<file path="config.mk">
export PLATFORM = sky130hd
export DESIGN_NAME = sync_up_counter_flat
export DESIGN_NICKNAME = d
export VERILOG_FILES = /design/src/rtl/sync_up_counter_if.sv /design/src/rtl/sync_up_counter.sv /design/src/flat_wrapper.sv
export SDC_FILE = /design/constraint.sdc
export NUM_CORES = 1
export LEC_CHECK = 0
export CAP_MARGIN = 20
export CORE_AREA = 2 2 39 41
export DETAILED_ROUTE_END_ITERATION = 7
export DIE_AREA = 0 0 41 43
export PLACE_DENSITY = 0.56
export SYNTH_ARGS = -nofsm -noshare
export SYNTH_HDL_FRONTEND = slang
export SYNTH_SLANG_ARGS = --single-unit
</file>
<file path="constraint.sdc">
create_clock -name clk -period 3.1 [get_ports clk]
set_input_delay 0.93 -clock clk [delete_from_list [all_inputs] [get_ports clk]]
set_output_delay 0.93 -clock clk [all_outputs]
set_load 0.05 [all_outputs]
</file>
<file path="src/rtl/sync_up_counter_if.sv">
// Command/status bundle for sync_up_counter: the master drives count commands,
// the slave (the counter) returns count, carry, wrap pulse and overflow.
interface sync_up_counter_if #(
  parameter int WIDTH = 4
);
  logic             en;
  logic             clr;
  logic             load;
  logic [WIDTH-1:0] load_val;
  logic [WIDTH-1:0] counter;
  logic             tc;
  logic             wrap;
  logic             ovf;

  modport master (
    output en, clr, load, load_val,
    input  counter, tc, wrap, ovf
  );

  modport slave (
    input  en, clr, load, load_val,
    output counter, tc, wrap, ovf
  );
endinterface

</file>
<file path="src/rtl/sync_up_counter.sv">
// Loadable up counter 0..MAX_VAL with wrap or saturate, cascadable carry (tc),
// one-cycle wrap pulse and sticky overflow. Fully synchronous.
module sync_up_counter #(
  parameter int WIDTH    = 4,
  parameter int MAX_VAL  = 15,
  parameter bit SATURATE = 1'b0
) (
  input  logic             clk,
  input  logic             rst,
  sync_up_counter_if.slave bus
);

  localparam logic [WIDTH-1:0] L_MAX = WIDTH'(MAX_VAL);

  logic [WIDTH-1:0] r_counter;
  logic             r_wrap;
  logic             r_ovf;

  logic             w_at_max;
  logic [WIDTH-1:0] w_load_clip;

  // Comparing before incrementing keeps the count inside WIDTH bits.
  assign w_at_max    = (r_counter == L_MAX);
  assign w_load_clip = (bus.load_val > L_MAX) ? L_MAX : bus.load_val;

  // NOTE: state is updated only with non-blocking assignments so every register
  // samples the pre-edge values; reset is synchronous and overrides everything.
  always_ff @(posedge clk) begin
    if (rst) begin
      r_counter <= '0;
      r_wrap    <= 1'b0;
      r_ovf     <= 1'b0;
    end else if (bus.clr) begin
      r_counter <= '0;
      r_wrap    <= 1'b0;
      r_ovf     <= 1'b0;
    end else if (bus.load) begin
      r_counter <= w_load_clip;
      r_wrap    <= 1'b0;
    end else if (bus.en) begin
      if (!w_at_max) begin
        r_counter <= r_counter + WIDTH'(1);
        r_wrap    <= 1'b0;
      end else if (SATURATE) begin
        r_wrap    <= 1'b0;
        r_ovf     <= 1'b1;
      end else begin
        r_counter <= '0;
        r_wrap    <= 1'b1;
        r_ovf     <= 1'b1;
      end
    end else begin
      r_wrap <= 1'b0;
    end
  end

  // Same-cycle carry into a following stage; suppressed by any higher-priority command.
  assign bus.tc      = bus.en & w_at_max & ~rst & ~bus.clr & ~bus.load;
  assign bus.counter = r_counter;
  assign bus.wrap    = r_wrap;
  assign bus.ovf     = r_ovf;

endmodule

</file>
<file path="src/flat_wrapper.sv">
// flat-port wrapper written by rule: the top's interface ports become plain ports
module sync_up_counter_flat 
#(
  parameter int WIDTH    = 4,
  parameter int MAX_VAL  = 15,
  parameter bit SATURATE = 1'b0
)
  (clk, rst, bus_en, bus_clr, bus_load, bus_load_val, bus_counter, bus_tc, bus_wrap, bus_ovf);
  sync_up_counter_if #(.WIDTH(WIDTH)) bus_i ();
  input  logic clk;
  input  logic rst;
  input wire logic [$bits(bus_i.en)-1:0] bus_en;
  input wire logic [$bits(bus_i.clr)-1:0] bus_clr;
  input wire logic [$bits(bus_i.load)-1:0] bus_load;
  input wire logic [$bits(bus_i.load_val)-1:0] bus_load_val;
  output wire logic [$bits(bus_i.counter)-1:0] bus_counter;
  output wire logic [$bits(bus_i.tc)-1:0] bus_tc;
  output wire logic [$bits(bus_i.wrap)-1:0] bus_wrap;
  output wire logic [$bits(bus_i.ovf)-1:0] bus_ovf;
  assign bus_i.en = bus_en;
  assign bus_i.clr = bus_clr;
  assign bus_i.load = bus_load;
  assign bus_i.load_val = bus_load_val;
  assign bus_counter = bus_i.counter;
  assign bus_tc = bus_i.tc;
  assign bus_wrap = bus_i.wrap;
  assign bus_ovf = bus_i.ovf;
  sync_up_counter #(.WIDTH(WIDTH), .MAX_VAL(MAX_VAL), .SATURATE(SATURATE)) u_core (.clk(clk), .rst(rst), .bus(bus_i));
endmodule
</file>
# Word level (Yosys, flattened, before mapping)
# Cells that the tools add are included.
[word_totals]
input_bits = 9
regBits = 6
elab_cells = 23
out_inout_bits = 7
[op_classes]
magnitude_cmp = 1
n_bitwise = 8
n_reduce_logical = 4
n_addsub = 1
mux = 5
n_eq_ne = 1
[ops]
columns = ["op", "count"]
rows = [
  ["2-to-1 mux 4 bit", 4],
  ["adder 4 x 1 -> 4 bit, second input constant", 1],
  ["bitwise AND 1 bit", 4],
  ["equality test 4 bit, second input constant", 1],
  ["> comparator 4 bit, second input constant", 1],
  ["NOT 1 bit", 4],
  ["OR reduction 4 bit", 1],
  ["AND reduction 3 bit", 1],
  ["nonzero test 2 bit", 1],
  ["OR reduction 2 bit", 1],
  ["2-to-1 mux 1 bit", 1],
]

# Depth between registers and ports, before layout
[logic_depth]
depth_word = 5
depth_mapped = 4
depth_no_buf = 4

# Least setup slack after synthesis
# No wires, ideal clock.
[synth_timing]
kind = "in2out"
startpoint = "input port bus_en"
endpoint = "output port bus_tc"
required_time_ns = 2.170
stages = 2
arrival_time_ns = 2.623
n_path_buf = 0
slack_ns = -0.453
cell_sequence = "or2b_1 nor4_1"
[synth_via]
elab_chain_cells = 4
[synth_lines]
columns = ["item", "line", "rtl"]
rows = [
  ["start: declaration", "flat_wrapper.sv:12", "input wire logic [$bits(bus_i.en)-1:0] bus_en;"],
  ["bitwise AND 1 bit (4 in a row)", "sync_up_counter.sv:58", "assign bus.tc = bus.en & w_at_max & ~rst & ~bus.clr & ~bus.load;"],
  ["end: declaration", "flat_wrapper.sv:17", "output wire logic [$bits(bus_i.tc)-1:0] bus_tc;"],
]
# No other way between the ends.

# Final worst setup path
[layout_timing]
startpoint = "input port bus_load"
endpoint = "output port bus_tc"
[layout_via]
elab_chain_cells = 2
[layout_lines]
columns = ["item", "line", "rtl"]
rows = [
  ["start: declaration", "flat_wrapper.sv:14", "input wire logic [$bits(bus_i.load)-1:0] bus_load;"],
  ["NOT 1 bit (no source line)", "n/a", ""],
  ["bitwise AND 1 bit", "sync_up_counter.sv:58", ""],
]
# No other way between the ends.

==> impl_metrics.py <==
metrics = {
    "yosys": {
        "netlist_area_um2": 298,
        "synth_edf_count": 0,
        "synth_cell_types": 21,
        "synth_top_area_share_pct": 40.3,
        "yosysMostFrequentCell": "dfxtp_1",
        "avgSynthCellArea_um2": 9.31,
        "yosys_warnings": 0,
        "syn_inst": 32,
        "yosys-top-cells-count": "6 x dfxtp_1, 3 x nor2_1",
        "synth_top_flop_cell": "dfxtp_1",
        "yosysTopAreaCell": "dfxtp_1",
        "synth_area_leaders": "dfxtp_1 40%, xor2_1 5.9%, a2111oi_2 5.0%, ha_1 4.2%, nor4_1 4.2%",
        "seq_area_frac_synth_pct": 40.3,
        "syn-num-nets": 42,
        "ys_async_sr_fraction_pct": 0,
        "ys_ff_latch": 6,
    },
    "clock_tree": {
        "clock_path_buffers": 2,
        "clkLatencyLatePin_ns": 0.24,
        "cts_made_buffers": 3,
        "htree_levels": 1,
        "clk_pin_slew_worst_paths_ns": 0.04,
        "post_cts_buffers": 0,
        "cts.sinks": 6,
        "clock-root-buffer": "clkbuf_4",
        "cts_tree": "yes",
    },
    "worst_setup_path": {
        "r2r_slack_ns": 1.87,
        "crit_path_end_kind": "output port",
        "path_class": "in2out",
        "critPathArrivalTime_ns": 2.09,
        "cp-start-kind": "primary input",
        "worstPathRequired_ns": 2.17,
        "cp_max_fo": 4,
    },
    "job": {
        "maxCapViolCount": 0,
    },
    "final_layout": {
        "utilization_pct": 38.9,
        "n_antenna_cell": 0,
        "nets": 65,
        "post_route_cells_drive_above_1_share_pct": 17.0,
        "area_growth_pct": 80.7,
    },
    "place": {
        "pre_cts_ws_ns": 0.0409,
        "finalWeightedCongestion": 0.651,
        "portBuffers": 15,
        "dp_hpwl_um": 574,
    },
    "pwr": {
        "power_frac_clock_pct": 35.6,
        "switching_power_uw": 47.8,
        "swShare_pct": 25.0,
        "p_int_uw": 144,
        "peakVddDrop_v": 0.000283,
        "p_seq_share_pct": 43.1,
        "leakagePower_uw": 0.000205,
        "power.density_nw_per_um2": 356,
        "total_power_uw": 192,
        "p_comb_share_pct": 21.3,
    },
    "global_route": {
        "first_global_vias": 263,
        "antenna_found_initial": 0,
        "grt_max_degree": 8,
        "grt_usage_pct": 10.2,
        "use_met2_pct": 12.8,
        "met3_usage_pct": 9.42,
        "grt_overflow": 0,
        "met1_usage_pct": 13.8,
        "grt_first_pass_wirelength_mm": 1.15,
        "grt-busiest-layer": "met1",
    },
    "timing": {
        "setup_viol": 0,
        "rsz0062_at_grt": "no",
        "slew_viol_final": 0,
        "clock_skew_ns": 0.00106,
        "tightest_slew_ns": 0.491,
        "finalWorstPathRequiredPeriod_ns": 3.02,
        "holdWs_ns": 0.466,
        "totalNegativeSetupSlack_ns": 0,
        "timing.final.ws_setup_ns": 0.0782,
        "max_freq_mhz": 331,
        "slew_headroom_pct": 67.2,
        "final_hold_viol_count": 0,
        "fin_crit_sh_pct": 97.5,
    },
    "floorplanning": {
        "die_w_um": 41,
        "dieArea_um2": 1760,
        "placementRows": 14,
        "start_util_pct": 21.5,
        "core-area_um2": 1380,
        "die_h_um": 43,
        "pin_count": 16,
    },
    "drt": {
        "drtPass1Iterations": 4,
        "wirelength_um": 730,
        "antenna_left": 0,
        "routed_via_density": 4.49,
        "route.detailed.drc": 0,
        "drt_iter0_markers": 3,
        "vias": 310,
        "avgRoutedWirePerCell_um": 10.6,
    },
    "run_status": {
        "status": "completed",
    },
    "min_path": {
        "hold_class": "reg2reg",
    },
}
## final cells by class
type	count	area, um2
flip-flops and latches	6	120
multi-input cells	25	189
inverters	1	3.75
fillers	155	846
well taps	16	20.0
clock buffers	3	22.5
repair buffers	18	183
## critical path: stages
cell	delay, ns
clkdlybuf4s50_1	0.47
or2b_1	0.31
nor4_4	0.20
buf_12	0.18
## cells in the final DEF (no fill, tap or decap), types with 2 or more instances in the layout
master,netlist,final
buf_4,0,3
clkbuf_4,0,3
clkdlybuf4s50_1,0,14
dfxtp_1,6,6
nand2_1,2,2
nand3_1,2,2
nor2_1,3,3
xor2_1,2,2
## metrics by stage
stage | cells | cell area [um2]
2_1_floorplan | 32 | 304
3_3_place_gp | 66 | 507
3_5_place_dp | 66 | 507
4_1_cts | 69 | 529
5_1_grt | 69 | 538
6_report | 69 | 538
## flip-flops by register name (all words and copies together) (netlist names)
register            cells
u_core.bus.counter      4
u_core.bus.ovf          1
u_core.bus.wrap         1
## routing by layer
metal  routed length (um)  up-vias  part of all wire (%)
met5                    0        -                     0
met4                    0        0                     0
met3                   63        0                   8.6
met2                  330       11                    45
met1                  336      136                    46
li1                     -      163                     -
## logic make-up after synthesis
logic type               after synthesis  synth area share (%)
XOR/XNOR                               2                  5.88
multiplexers                           1                  3.36
buffers and inverters                  1                  1.26
adder cells (fa/ha/maj)                1                  4.20
AO/OA/AOI/OAI                          7                  19.3
AND/OR/NAND/NOR                       14                  25.6
flip-flops                             6                  40.3
## power by group through the flow
stage                     Combinational (uW)  Sequential (uW)  Clock [uW]
final                                   40.7             82.5        68.2
after global routing                    43.8             82.6        81.7
after CTS                               40.4             82.6        72.7
after detailed placement                40.2             83.9           0
after global placement                  40.0             83.7           0
after floorplan                         9.76             91.3           0
## final timing paths
check | from | end | cells after the start
worst min-delay path | u_core.bus.ovf | u_core.bus.ovf | 1
worst min register to register | u_core.bus.ovf | u_core.bus.ovf | 1
worst max-delay path | bus_load | bus_tc | 4
worst max register to register | u_core.bus.counter[0] | u_core.bus.counter[2] | 4
## repair_timing
action                     in CTS  in global routing
resized for setup               0                  1
setup endpoints to repair       0                  1
hold buffers                    0                  0
Power figures use the tool's default switching activity.
